### config.mk
export PLATFORM = sky130hd
export DESIGN_NAME = q_credit_tx_flat
export DESIGN_NICKNAME = d
export VERILOG_FILES = /design/src/rtl/q_credit_pkg.sv /design/src/rtl/q_credit_tx_if.sv /design/src/rtl/q_credit_buf.sv /design/src/rtl/q_credit_tx.sv /design/src/flat_wrapper.sv
export SDC_FILE = /design/constraint.sdc
export NUM_CORES = 1
export LEC_CHECK = 0
export CAP_MARGIN = 0
export CORE_MARGIN = 2
export CORE_UTILIZATION = 43
export CTS_CLUSTER_SIZE = 30
export DETAILED_ROUTE_END_ITERATION = 12
export GPL_TIMING_DRIVEN = 0
export HOLD_SLACK_MARGIN = 0.1
export PLACE_DENSITY = 0.72
export SKIP_LAST_GASP = 1
export SYNTH_ARGS = -nofsm -noshare
export SYNTH_HDL_FRONTEND = slang
export SYNTH_SLANG_ARGS = --single-unit
export TNS_END_PERCENT = 100
### constraint.sdc
create_clock -name CLK -period 6.7 [get_ports CLK]
set_input_delay 2.01 -clock CLK [delete_from_list [all_inputs] [get_ports CLK]]
set_output_delay 2.01 -clock CLK [all_outputs]
set_load 0.1 [all_outputs]
### src/rtl/q_credit_pkg.sv
// Shared pointer type and wrap helper for the credit-link queues (tx buffer and receive side).
package q_credit_pkg;

  // Fixed index width covers buffers up to 256 entries; users slice the low bits they need.
  localparam int unsigned PtrIdxW = 8;

  typedef struct packed {
    logic               msb;
    logic [PtrIdxW-1:0] index;
  } q_ptr_t;

  function automatic q_ptr_t ptr_inc(q_ptr_t ptr, int unsigned depth);
    q_ptr_t nxt;
    if (ptr.index == PtrIdxW'(depth - 1)) begin
      nxt.index = '0;
      nxt.msb   = ~ptr.msb;
    end else begin
      nxt.index = ptr.index + PtrIdxW'(1);
      nxt.msb   = ptr.msb;
    end
    return nxt;
  endfunction

endpackage

### src/rtl/q_credit_tx_if.sv
// Upstream ready-valid and downstream credit link bundled for q_credit_tx.
interface q_credit_tx_if #(
  parameter int unsigned DATA_WIDTH = 32
);
  logic                  in_valid;
  logic [DATA_WIDTH-1:0] in_data;
  logic                  in_ready;
  logic                  tx_valid;
  logic [DATA_WIDTH-1:0] tx_data;
  logic                  credit_return;

  modport master (
    input  in_valid, in_data, credit_return,
    output in_ready, tx_valid, tx_data
  );

  modport slave (
    output in_valid, in_data, credit_return,
    input  in_ready, tx_valid, tx_data
  );
endinterface

### src/rtl/q_credit_buf.sv
// Circular FIFO with {msb, index} pointers; depth need not be a power of two.
module q_credit_buf
  import q_credit_pkg::*;
#(
  parameter int unsigned DATA_WIDTH  = 32,
  parameter int unsigned BUF_ENTRIES = 2
) (
  input  logic                  CLK,
  input  logic                  RST,
  input  logic                  push,
  input  logic [DATA_WIDTH-1:0] push_data,
  input  logic                  pop,
  output logic                  full,
  output logic                  empty,
  output logic [DATA_WIDTH-1:0] head
);

  localparam int unsigned IdxW = $clog2(BUF_ENTRIES);

  logic [DATA_WIDTH-1:0] mem [BUF_ENTRIES];
  q_ptr_t wr_q, wr_d, rd_q, rd_d;
  logic   push_en, pop_en;

  assign full    = (wr_q.index == rd_q.index) && (wr_q.msb != rd_q.msb);
  assign empty   = (wr_q == rd_q);
  assign head    = mem[rd_q.index[IdxW-1:0]];
  assign push_en = push & ~full;
  assign pop_en  = pop & ~empty;

  always_comb begin
    wr_d = push_en ? ptr_inc(wr_q, BUF_ENTRIES) : wr_q;
    rd_d = pop_en  ? ptr_inc(rd_q, BUF_ENTRIES) : rd_q;
  end

  always_ff @(posedge CLK) begin
    if (RST) begin
      wr_q <= '0;
      rd_q <= '0;
    end else begin
      wr_q <= wr_d;
      rd_q <= rd_d;
    end
  end

  always_ff @(posedge CLK) begin
    if (push_en) mem[wr_q.index[IdxW-1:0]] <= push_data;
  end

endmodule

### src/rtl/q_credit_tx.sv
// Credit-managed transmitter: buffers upstream beats and sends one per held credit.
// Define Q_CREDIT_TX_BYPASS_EN to let a beat skip an empty buffer (1-cycle latency).
module q_credit_tx
  import q_credit_pkg::*;
#(
  parameter int unsigned DATA_WIDTH     = 32,
  parameter int unsigned NUM_CREDITS    = 4,
  parameter int unsigned LOG_CREDIT_CNT = $clog2(NUM_CREDITS + 1),
  parameter int unsigned BUF_ENTRIES    = 2
) (
  input  logic                      CLK,
  input  logic                      RST,
  q_credit_tx_if.master             bus,
  output logic [LOG_CREDIT_CNT-1:0] credits_avail,
  output logic                      credit_err,
  output logic                      idle
);

  localparam logic [LOG_CREDIT_CNT-1:0] MaxCred = LOG_CREDIT_CNT'(NUM_CREDITS);

  logic                      buf_full, buf_empty;
  logic [DATA_WIDTH-1:0]     head;
  logic                      accept, bypass, push, pop, send, has_credit, saturate;
  logic                      tx_valid_q, tx_valid_d;
  logic [DATA_WIDTH-1:0]     tx_data_q, tx_data_d;
  logic [LOG_CREDIT_CNT-1:0] cred_q, cred_d;
  logic                      err_q, err_d;

  q_credit_buf #(
    .DATA_WIDTH  (DATA_WIDTH),
    .BUF_ENTRIES (BUF_ENTRIES)
  ) u_buf (
    .CLK       (CLK),
    .RST       (RST),
    .push      (push),
    .push_data (bus.in_data),
    .pop       (pop),
    .full      (buf_full),
    .empty     (buf_empty),
    .head      (head)
  );

  assign bus.in_ready = ~buf_full & ~RST;

  always_comb begin
    has_credit = (cred_q != '0);
    accept     = bus.in_valid & bus.in_ready;
`ifdef Q_CREDIT_TX_BYPASS_EN
    bypass     = accept & buf_empty & has_credit;
`else
    bypass     = 1'b0;
`endif
    pop        = ~buf_empty & has_credit;
    push       = accept & ~bypass;
    send       = pop | bypass;
    tx_valid_d = send;
    tx_data_d  = pop ? head : (bypass ? bus.in_data : tx_data_q);
    // A return at full count with nothing spent has nowhere to go.
    saturate   = bus.credit_return & ~send & (cred_q == MaxCred);
    cred_d     = cred_q;
    if (send && !bus.credit_return) begin
      cred_d = cred_q - LOG_CREDIT_CNT'(1);
    end else if (!send && bus.credit_return && !saturate) begin
      cred_d = cred_q + LOG_CREDIT_CNT'(1);
    end
    err_d      = err_q | saturate;
  end

  always_ff @(posedge CLK) begin
    if (RST) begin
      tx_valid_q <= 1'b0;
      tx_data_q  <= '0;
      cred_q     <= MaxCred;
      err_q      <= 1'b0;
    end else begin
      tx_valid_q <= tx_valid_d;
      tx_data_q  <= tx_data_d;
      cred_q     <= cred_d;
      err_q      <= err_d;
    end
  end

  assign bus.tx_valid  = tx_valid_q;
  assign bus.tx_data   = tx_data_q;
  assign credits_avail = cred_q;
  assign credit_err    = err_q;
  assign idle          = buf_empty & ~tx_valid_q & (cred_q == MaxCred);

endmodule

### src/flat_wrapper.sv
// flat-port wrapper written by rule: the top's interface ports become plain ports
module q_credit_tx_flat import q_credit_pkg::*;
#(
  parameter int unsigned DATA_WIDTH     = 32,
  parameter int unsigned NUM_CREDITS    = 4,
  parameter int unsigned LOG_CREDIT_CNT = $clog2(NUM_CREDITS + 1),
  parameter int unsigned BUF_ENTRIES    = 2
)
  (CLK, RST, credits_avail, credit_err, idle, bus_in_valid, bus_in_data, bus_credit_return, bus_in_ready, bus_tx_valid, bus_tx_data);
  q_credit_tx_if #(.DATA_WIDTH(DATA_WIDTH)) bus_i ();
  input  logic CLK;
  input  logic RST;
  output logic [LOG_CREDIT_CNT-1:0] credits_avail;
  output logic credit_err;
  output logic idle;
  input wire logic [$bits(bus_i.in_valid)-1:0] bus_in_valid;
  input wire logic [$bits(bus_i.in_data)-1:0] bus_in_data;
  input wire logic [$bits(bus_i.credit_return)-1:0] bus_credit_return;
  output wire logic [$bits(bus_i.in_ready)-1:0] bus_in_ready;
  output wire logic [$bits(bus_i.tx_valid)-1:0] bus_tx_valid;
  output wire logic [$bits(bus_i.tx_data)-1:0] bus_tx_data;
  assign bus_i.in_valid = bus_in_valid;
  assign bus_i.in_data = bus_in_data;
  assign bus_i.credit_return = bus_credit_return;
  assign bus_in_ready = bus_i.in_ready;
  assign bus_tx_valid = bus_i.tx_valid;
  assign bus_tx_data = bus_i.tx_data;
  q_credit_tx #(.DATA_WIDTH(DATA_WIDTH), .NUM_CREDITS(NUM_CREDITS), .LOG_CREDIT_CNT(LOG_CREDIT_CNT), .BUF_ENTRIES(BUF_ENTRIES)) u_core (.CLK(CLK), .RST(RST), .bus(bus_i), .credits_avail(credits_avail), .credit_err(credit_err), .idle(idle));
endmodule
==> results.toml <==
[sta]
rsz0062_at_grt = "false"
fin_skew_ns = 0.00596
hold_viol_final = 0
tightest_slew_ns = 0.992
finalMaxSlewViolations = 0
setup_viol = 0
finalCriticalPeriod_ns = 6.16
fmax_mhz = 162
setup-tns-final_ns = 0
fin_crit_sh_pct = 91.9
relSlewSlack_pct = 33.7

[logic_synthesis]
synth.most_common_cell = "edfxtp_1"
synthesis.nets = 417
synth_seq_cells = 119
synth_top_area_cell = "edfxtp_1"
synth-seq-area-share_pct = 63.9
synth.area.top_cells = "edfxtp_1 41%, dfxtp_1 23%, mux2i_1 6.8%"
synth_top_area_share_pct = 40.6
synth_cells = 376
synthDistinctLibCells = 47
yosys_warnings = 0
async_reset_ff_share_pct = 0
synth_top_cells_by_count = "64 x edfxtp_1, 55 x dfxtp_1, 37 x nor2_1, 32 x a211oi_1, 32 x mux2i_1"
syn_avg_cell_area_um2 = 12.6
synth_edf_count = 64
synth_top_flop_cell = "edfxtp_1"
netlist_area_um2 = 4730

[job]
maxCapViolCount = 0

[detailed_routing]
vias = 3329
routed-wl-met3_um = 548
dr.first_iter.drc_count = 151
via_per_inst = 5.30
drc_errors = 0
routedLengthMet1_um = 4300
wl_met2_um = 4850
first_pass_iters = 4
wirelength_um = 9830
detail-route-antenna-nets = 0
wl_per_cell_um = 15.6
top_layer = "met4"

[cts]
h-tree-depth = 4
clock-sinks = 119
ctsHoldBuffers = 0
numCtsBuffers = 17
ctsRootBufferMaster = "clkbuf_8"
cts.path.max_buffers = 2
cts_tree = "yes"
insertion_delay_ns = 0.50
clkSlewWorstSetupHoldPaths_ns = 0.06

[critical_path]
r2r-start = "u_core.u_buf.rd_q[0]"
cp-startpoint = "RST"
crit_fanout = 10
rr_worst_depth = 11
start_kind = "primary input"
worst-r2r-setup-slack_ns = 3.78
timing.setup.critical_path_class = "in2out"
r2r-end = "u_core.credits_avail[1]"
worstSetupEndpointType = "primary output"
critPathRequiredTime_ns = 4.69
crit_arrival_ns = 4.15

[layout]
instances_no_fill = 628
fin_nets = 516
fin_area_um2 = 6310
area_growth_pct = 33.4
fill_cells = 844
n_antenna_cell = 0
drive_gt1_share_pct = 11.5

[global_routing]
antenna_found_initial = 0
overflow = 0
grt_usage_pct = 17.8
first_global_vias = 3290
grt_max_degree = 17
grt_pass1_wl_um = 15900

[pwr]
leakage_nw = 2.17
ir_worst_vdd_uv = 379
p_per_area_nw_per_um2 = 551

[place]
io_buffers = 74
post_dp_cell_area_um2 = 5730
dpl.cell_count = 596
gp_congestion = 0.842
dp_hpwl_um = 6850

[min_path]
min_from = "u_core.credit_err"
hold-path-cell-count = 2
min_path_type = "reg2reg"
hold_end = "u_core.credit_err"

[die]
initial_core_util_pct = 43.8
die_w_um = 109
dieArea_um2 = 11900
core_um2 = 10800
num_io_pins = 75
placementRows = 38
fp.dieH_um = 109

[outcome]
status = "finished, final reports clean"
[cells in the final DEF (no fill, tap or decap), types with 3 or more instances in the layout]
master,synthesis,final
o21ai_1,6,6
clkbuf_16,0,17
a21oi_1,13,13
buf_2,9,9
clkinv_2,0,3
ha_1,4,4
nand2_1,9,9
nand2b_1,5,5
or3_1,15,15
buf_6,2,8
a211oi_1,32,32
a31o_1,3,3
or4_1,4,4
nand3_1,9,9
mux2i_1,32,32
xnor2_1,8,8
clkinvlp_4,0,4
edfxtp_1,64,64
a21oi_2,4,4
inv_1,8,8
clkbuf_1,12,14
clkdlybuf4s50_1,0,73
nor3_1,5,4
nor2_1,37,37
dfxtp_1,55,55
o21ai_0,4,4
a31oi_1,3,3
o31ai_1,4,4
[kinds of logic after synthesis]
group,after synthesis,share of synthesized area [%]
fa+ha+maj,5,1.48
flops,119,63.9
xor+xnor,10,2.01
compound gates,79,11.7
mux,33,7.01
buf+inv,31,3.01
simple gates,99,10.9
[sequential cells by signal, summed over array words and instances (netlist names)]
signal	flops
u_core.u_buf.wr_q	9
u_core.credit_err	1
u_core.bus.tx_valid	1
u_core.u_buf.rd_q	9
u_core.bus.tx_data	32
u_core.u_buf.mem	64
u_core.credits_avail	3
[worst max-delay path: stages]
cell and delay [ns]:
clkdlybuf4s50_1 0.48, clkbuf_1 0.28, clkbuf_1 0.33, a31oi_1 0.27, dlymetal6s2s_1 0.78
[per-stage QoR]
step	total power, mW	utilization, %	worst slack [ns]	hold WS [ns]
6_report	3.48	58.5	0.543	0.484
5_1_grt	3.65	58.5	0.435	0.511
4_1_cts	3.50	58.5	0.0666	0.487
3_5_place_dp	2.62	53.0	0.0756	0.471
3_3_place_gp	2.58	52.3	-0.924	0.472
2_1_floorplan	2.22	-	0.752	0.474
[repair_timing]
item	4_1_cts	5_1_grt
setup endpoints to repair	0	1
gates resized for setup	0	1
setup buffers	0	0
[worst max-delay path by stage]
stage,slack (ns),cells after the start,end
2_1_floorplan,0.75,3,bus_in_ready
3_3_place_gp,-0.92,4,u_core.u_buf.mem[1][6]
3_5_place_dp,0.08,5,bus_in_ready
4_1_cts,0.07,5,bus_in_ready
5_1_grt,0.43,5,bus_in_ready
6_report,0.54,5,bus_in_ready
[power by group]
part	internal [mW]	switching [mW]	total (mW)	leakage (nW)
registers	0.913	0.0763	0.990	1.04
logic	0.446	1.17	1.61	0.854
clock network	0.560	0.313	0.873	0.275
[area by class of cell]
cell class | instances | area, µm² | share of cell area (%)
flip-flops and latches | 119 | 3020 | 47.9
multi-input cells | 226 | 1580 | 25.0
repair buffers | 80 | 811 | 12.8
clock buffers | 21 | 460 | 7.30
well taps | 140 | 175 | 2.78
clock inverters | 11 | 123 | 1.94
plain buffers | 23 | 113 | 1.78
inverters | 8 | 30.0 | 0.476
[per-layer routing]
metal,global-route usage (%),up-vias
met1,22.8,1575
li1,-,1630
met4,7.51,0
met2,28.3,113
met5,0,-
met3,4.84,11
Note: power is estimated with default switching activity, not from simulation.
